==> src/rtl/norestore_pkg.sv <==
// Shared widths and helpers for the pipelined non-restoring divider family
// (norestore_cell, norestore_post and the divider top).
package norestore_pkg;

  localparam int unsigned DEF_WIDTH = 4;
  localparam int unsigned REM_W     = DEF_WIDTH * 3 + 1;
  localparam int unsigned SIGN_BIT  = DEF_WIDTH * 3;

  // Widest divisor the helper below accepts.
  localparam int unsigned MAX_W     = 32;
  localparam int unsigned MAX_REM_W = MAX_W * 3 + 1;

  function automatic int unsigned rem_width(input int unsigned w);
    return w * 3 + 1;
  endfunction

  function automatic int unsigned sign_bit(input int unsigned w);
    return w * 3;
  endfunction

  // Callers cast the argument up to MAX_W and the result down to their own width.
  function automatic logic [MAX_REM_W-1:0] zext_divisor(input logic [MAX_W-1:0] d);
    return MAX_REM_W'(d);
  endfunction

endpackage

==> src/rtl/norestore_delay.sv <==
// DEPTH-stage shift register with async active-low clear; DEPTH=0 is a plain wire.
module norestore_delay
  import norestore_pkg::*;
#(
  parameter int unsigned DEPTH = 1,
  parameter int unsigned DW    = 1
) (
  input  logic          clk,
  input  logic          rst_n,
  input  logic [DW-1:0] i_din,
  output logic [DW-1:0] o_dout
);

  if (DEPTH == 0) begin : g_wire
    assign o_dout = i_din;
  end else begin : g_sr
    logic [DW-1:0] r_sr [DEPTH];

    always_ff @(posedge clk or negedge rst_n) begin
      if (!rst_n) begin
        for (int unsigned i = 0; i < DEPTH; i++) r_sr[i] <= '0;
      end else begin
        r_sr[0] <= i_din;
        for (int unsigned i = 1; i < DEPTH; i++) r_sr[i] <= r_sr[i-1];
      end
    end

    assign o_dout = r_sr[DEPTH-1];
  end

endmodule

==> src/rtl/norestore_post.sv <==
// Output stage of the pipelined non-restoring divider: aligns staggered quotient
// taps into one word and applies the final add-back remainder correction.
module norestore_post
  import norestore_pkg::*;
#(
  parameter int unsigned WIDTH  = 4,
  parameter int unsigned QWIDTH = 2 * WIDTH
) (
  input  logic                  clk,
  input  logic                  rst_n,
  input  logic                  valid_in,
  input  logic [QWIDTH-1:0]     q_tap,
  input  logic [WIDTH*3:0]      remainder_din,
  input  logic [WIDTH-1:0]      divisor_din,
  output logic                  valid_out,
  output logic [QWIDTH-1:0]     quotient,
  output logic [WIDTH-1:0]      remainder,
  output logic                  div_zero
);

  localparam int unsigned L_REM_W = rem_width(WIDTH);
  localparam int unsigned L_SIGN  = sign_bit(WIDTH);

  logic [QWIDTH-1:0]  w_q_aligned;
  logic [L_REM_W-1:0] w_div_ext;
  logic [L_REM_W-1:0] w_corrected;

  // Tap k left its cell k cycles before the final remainder; delay it by k to line up.
  for (genvar k = 0; k < QWIDTH; k++) begin : g_tap
    norestore_delay #(
      .DEPTH (k),
      .DW    (1)
    ) u_delay (
      .clk    (clk),
      .rst_n  (rst_n),
      .i_din  (q_tap[k]),
      .o_dout (w_q_aligned[k])
    );
  end

  assign w_div_ext   = L_REM_W'(zext_divisor(MAX_W'(divisor_din)));
  assign w_corrected = remainder_din[L_SIGN] ? (remainder_din + w_div_ext) : remainder_din;

  always_ff @(posedge clk or negedge rst_n) begin
    if (!rst_n) begin
      valid_out <= 1'b0;
      quotient  <= '0;
      remainder <= '0;
      div_zero  <= 1'b0;
    end else begin
      valid_out <= valid_in;
      quotient  <= w_q_aligned;
      remainder <= w_corrected[WIDTH-1:0];
      div_zero  <= valid_in & (divisor_din == '0);
    end
  end

endmodule

==> config.mk <==
export PLATFORM = sky130hd
export DESIGN_NAME = norestore_post
export DESIGN_NICKNAME = d
export VERILOG_FILES = /design/src/rtl/norestore_pkg.sv /design/src/rtl/norestore_delay.sv /design/src/rtl/norestore_post.sv
export SDC_FILE = /design/constraint.sdc
export NUM_CORES = 1
export LEC_CHECK = 0
export ABC_AREA = 1
export CORE_ASPECT_RATIO = 0.8
export CORE_MARGIN = 4
export CORE_UTILIZATION = 43
export DETAILED_ROUTE_END_ITERATION = 10
export PLACE_DENSITY = 0.76
export SETUP_SLACK_MARGIN = 0.05
export SLEW_MARGIN = 0
export SYNTH_ARGS = -nofsm -noshare
export SYNTH_HDL_FRONTEND = slang
export SYNTH_HIERARCHICAL = 1
export SYNTH_SLANG_ARGS = --single-unit
==> constraint.sdc <==
create_clock -name clk -period 0.8 [get_ports clk]
set_input_delay 0.16 -clock clk [delete_from_list [all_inputs] [get_ports clk]]
set_output_delay 0.16 -clock clk [all_outputs]
set_load 0.01 [all_outputs]
==> metrics.md, run 1 <==
| Metric | Value |
|---|---|
| Outcome | finished, violations left |
| Failing checks | setup timing |
| Setup Viol. Count Final | 14 |
| H-tree levels | 2 |
| Top delay family on crit path | flip-flops |
| WS Path Type | reg2out |
| Post-synthesis compound-gate area fraction | 0.8032% |
| Critical path endpoint category | primary output |
| Inserted Diodes | 0 |
| Distinct cell type count after synthesis | 12 |
| Total Wirelength | between 2 and 2.5 mm |
| Worst-path cell chain | buf_6 |
| P per Cell Area | approximately 2100 nW/µm² |
| # port buffers | 33 |
| Final hold vios | 0 |
| GRT Util Overall | 12.33% |
| Chip width | 68.19 µm |
| CP startpoint kind | flop |
| Global-route wire length before repair | 3.298 mm |
| Mux cell area share after synthesis | 0% |
| Peak fanout along the critical path | 1 |
| Initial antenna violation count | 0 |
| FF-to-FF path depth | 0 |
| Post-Syn Area | 1246 µm² |
| Hold Crit Endpoint | remainder[2] |
| Slew HR | a little under nine tenths |
| Req. time, crit path | 0.64 ns |
| Global route total overflow | 0 |
| Clock buffer depth | 2 |
| Pre-Repair DR Iteration Count | 2 |
| Worst R2R Setup Slack | 0.31 ns |
| Gate Count Post-Synth | 78 |
| Reg2reg end | g_tap[6].u_delay/g_sr.r_sr[4] |
| Sequential Power Share | around 64% |
| Adder-Cell Fraction of Synth Area | under 10% |
| Critical-path top delay cell | dfrtp_1 |
| Vias/cell | 4.331 |
| Critical Path AT | 0.84 ns |
| Vias in the first global route | 761 |
| DRC | 0 |
| Worst Skew | approximately 0.0063 ns |
| Ratio of cells with drive above 1 in the final layout | 31.97% |
| WHS | 0.06102 ns |
| Yosys warns | 6 |
| Switch share | 21.67% |
| Worst min path class | in2reg |
| Slowest stage delay, CP | 0.39 ns |
| Post-CTS Setup Inserts | 0 |
| Largest family of logic cells by synthesized area | simple AND/OR/NAND/NOR gates |
| CTS tree | built |
| Largest net degree at the start of global routing | 43 |
| Hold path startpoint | remainder_din[2] |
| Clock sinks | 42 |
| Worst-path clk slew | around 0.1 ns |
| Hold Path Cell Cnt | 3 |
| Clk pwr share | around 25% |
| Fin util | 62.35% |
| Worst path bufs/invs | 1 |
| GPL Wtd Cong | 0.7066 |
| DR vias | 693 |
| Combinational share of power | 11.0% |
| Avg Cell Area, Syn | 15.98 µm² |
| Period utilization | 125.2% |
| Post-Synth Simple-Gate Area | slightly below 7% |
| DIE HEIGHT | ~56 µm |
| Leakage | 0.8248 nW |
| Routed Antenna Nets | 0 |
| Layout Nets | 154 |
| Post-route setup slack | -0.2019 ns |
| Final Max Slew Viols | 0 |
| Net Count, Synth | 110 |
| Fmax | 998.1 MHz |
| Drt wl/cell | ~13 µm |
| Overall power | approximately 0.0035 W |
| Internal power | 0.002777 W |
| Core box area | 2765 µm² |
| DR iter-0 viols | 10 |
| Die ar. | 3829 µm² |
| Placed cell area | 1674 µm² |
| Final worst path period need | 1.002 ns |
| Worst-skew pair later-pin latency | about 0.33 ns |
| Post-synthesis xor/xnor area fraction | 0.7028% |
| P_sw | 0.0007684 W |
| Root buf cell | clkbuf_4 |
| Max_cap viols | 0 |
| RSZ-0062 raised after global routing | true |
| Synth Register Bits | 42 |
| Num CTS Buffers | 5 |
| Layout overhead on the synthesized area | 38.35% |
| Maximum vdd ir drop | 0.001190 V |
| Slew @ Worst Pin | about 0.21 ns |
| Site Rows | 17 |
| Origin of the critical flop-to-flop path | g_tap[6].u_delay/g_sr.r_sr[5] |
| Sequential share of the synthesized area | a little over four fifths |
| IO Pins | 42 |
| Starting Density | 45.07% |
| Finished Cell Area | 1724 µm² |
-- worst max path at each step --
| stage | startpoint | endpoint | slack (ns) | cells after the start |
|---|---|---|---|---|
| after floorplan | remainder_din[0] | remainder[1] | -0.17 | 4 |
| after global placement | remainder_din[0] | remainder[1] | -0.75 | 5 |
| after detailed placement | remainder_din[0] | remainder[2] | -0.78 | 6 |
| after CTS | remainder[3] | remainder[3] | -0.23 | 1 |
| after global routing | quotient[2] | quotient[2] | -0.26 | 1 |
| final | quotient[2] | quotient[2] | -0.20 | 1 |
-- synth_stat cells --
| library cell | instances | area, µm² |
|---|---|---|
| nand2_1 | 15 | 56.30 |
| ha_1 | 3 | 37.54 |
| nor2_1 | 2 | 7.510 |
| xor2_1 | 1 | 8.760 |
| or2_1 | 1 | 6.260 |
| buf_4 | 1 | 7.510 |
| fa_1 | 1 | 20.02 |
| o21ai_0 | 2 | 10.01 |
| nand3_1 | 2 | 10.01 |
| inv_1 | 7 | 26.28 |
| dfrtp_1 | 42 | 1051 |
| nor3_1 | 1 | 5.000 |
-- layout make-up --
cell class,count,area [µm²]
Inverter,7,26.28
Timing Repair Buffer,38,337.8
Multi-Input combinational cell,28,216.5
Sequential cell,42,1051
Tap cell,38,47.55
Clock buffer,7,45.04
Fill cell,211,1041
-- placed cells by master, fill, tap and decap left out --
| master | synthesis | layout |
|---|---|---|
| buf_12 | 0 | 1 |
| buf_2 | 0 | 12 |
| buf_4 | 1 | 3 |
| buf_6 | 0 | 6 |
| buf_8 | 0 | 2 |
| clkbuf_1 | 0 | 2 |
| clkbuf_4 | 0 | 5 |
| clkdlybuf4s50_1 | 0 | 10 |
| dfrtp_1 | 42 | 42 |
| dlygate4sd2_1 | 0 | 2 |
| dlygate4sd3_1 | 0 | 2 |
| fa_2 | 0 | 1 |
| ha_4 | 0 | 3 |
| inv_1 | 7 | 6 |
| inv_2 | 0 | 1 |
| nand2_1 | 15 | 12 |
| nand2_2 | 0 | 3 |
| nand3_1 | 2 | 1 |
| nand3_2 | 0 | 1 |
| nor2_1 | 2 | 2 |
| nor3_1 | 1 | 1 |
| o21ai_1 | 0 | 2 |
| or2_4 | 0 | 1 |
| xor2_1 | 1 | 1 |
-- state kept, by name, summed over array words and instances, names as in the netlist --
name,count
div_zero,1
g_tap.u_delay/g_sr.r_sr,21
g_tap.u_delay/o_dout,7
quotient,8
remainder,4
valid_out,1
-- kinds of logic after synthesis --
| family | after synthesis |
|---|---|
| AO/OA/AOI/OAI | 2 |
| adder cells (fa/ha/maj) | 4 |
| buffers and inverters | 8 |
| AND/OR/NAND/NOR | 21 |
| XOR/XNOR | 1 |
| flip-flops | 42 |
-- routing by layer --
| metal | up-vias | global-route usage, % | wire [µm] |
|---|---|---|---|
| li1 | 324 | - | - |
| met1 | 343 | 13.43 | 696 |
| met4 | 0 | 5.099 | 19 |
| met2 | 23 | 20.47 | 1152 |
| met5 | - | 0 | 0 |
| met3 | 3 | 5.455 | 137 |
-- through the flow --
step                      worst slack [ns]  std cells  setup TNS [ns]
after global placement             -0.7496        151          -5.395
after global routing               -0.2596        160          -3.385
final                              -0.2019        160          -2.661
after floorplan                    -0.1734         78         -0.4408
after detailed placement           -0.7813        151          -5.645
after CTS                          -0.2268        160          -2.992
-- power groups by stage --
stage | registers [W] | logic, W | clock network (W)
detailed placement | 0.00231 | 0.000394 | 0
global route | 0.00228 | 0.000435 | 0.00103
global placement | 0.00230 | 0.000378 | 0
CTS | 0.00227 | 0.000358 | 0.000945
finish | 0.00227 | 0.000389 | 0.000888
floorplan | 0.00233 | 0.0000855 | 0
-- repair_timing --
item / CTS / global route
pin swaps: 6 / 9
endpoints found under the hold margin: 43 / 0
gates resized for setup: 85 / 17
hold buffers: 2 / 0
setup endpoints to repair: 18 / 17
Power figures use the tool's default switching activity.
==> run 2: changes to the inputs <==
- CTS_CLUSTER_SIZE: unset -> 20
==> results of run 2 <==
Final layout, timing and power as in run 1 (identical DEF).
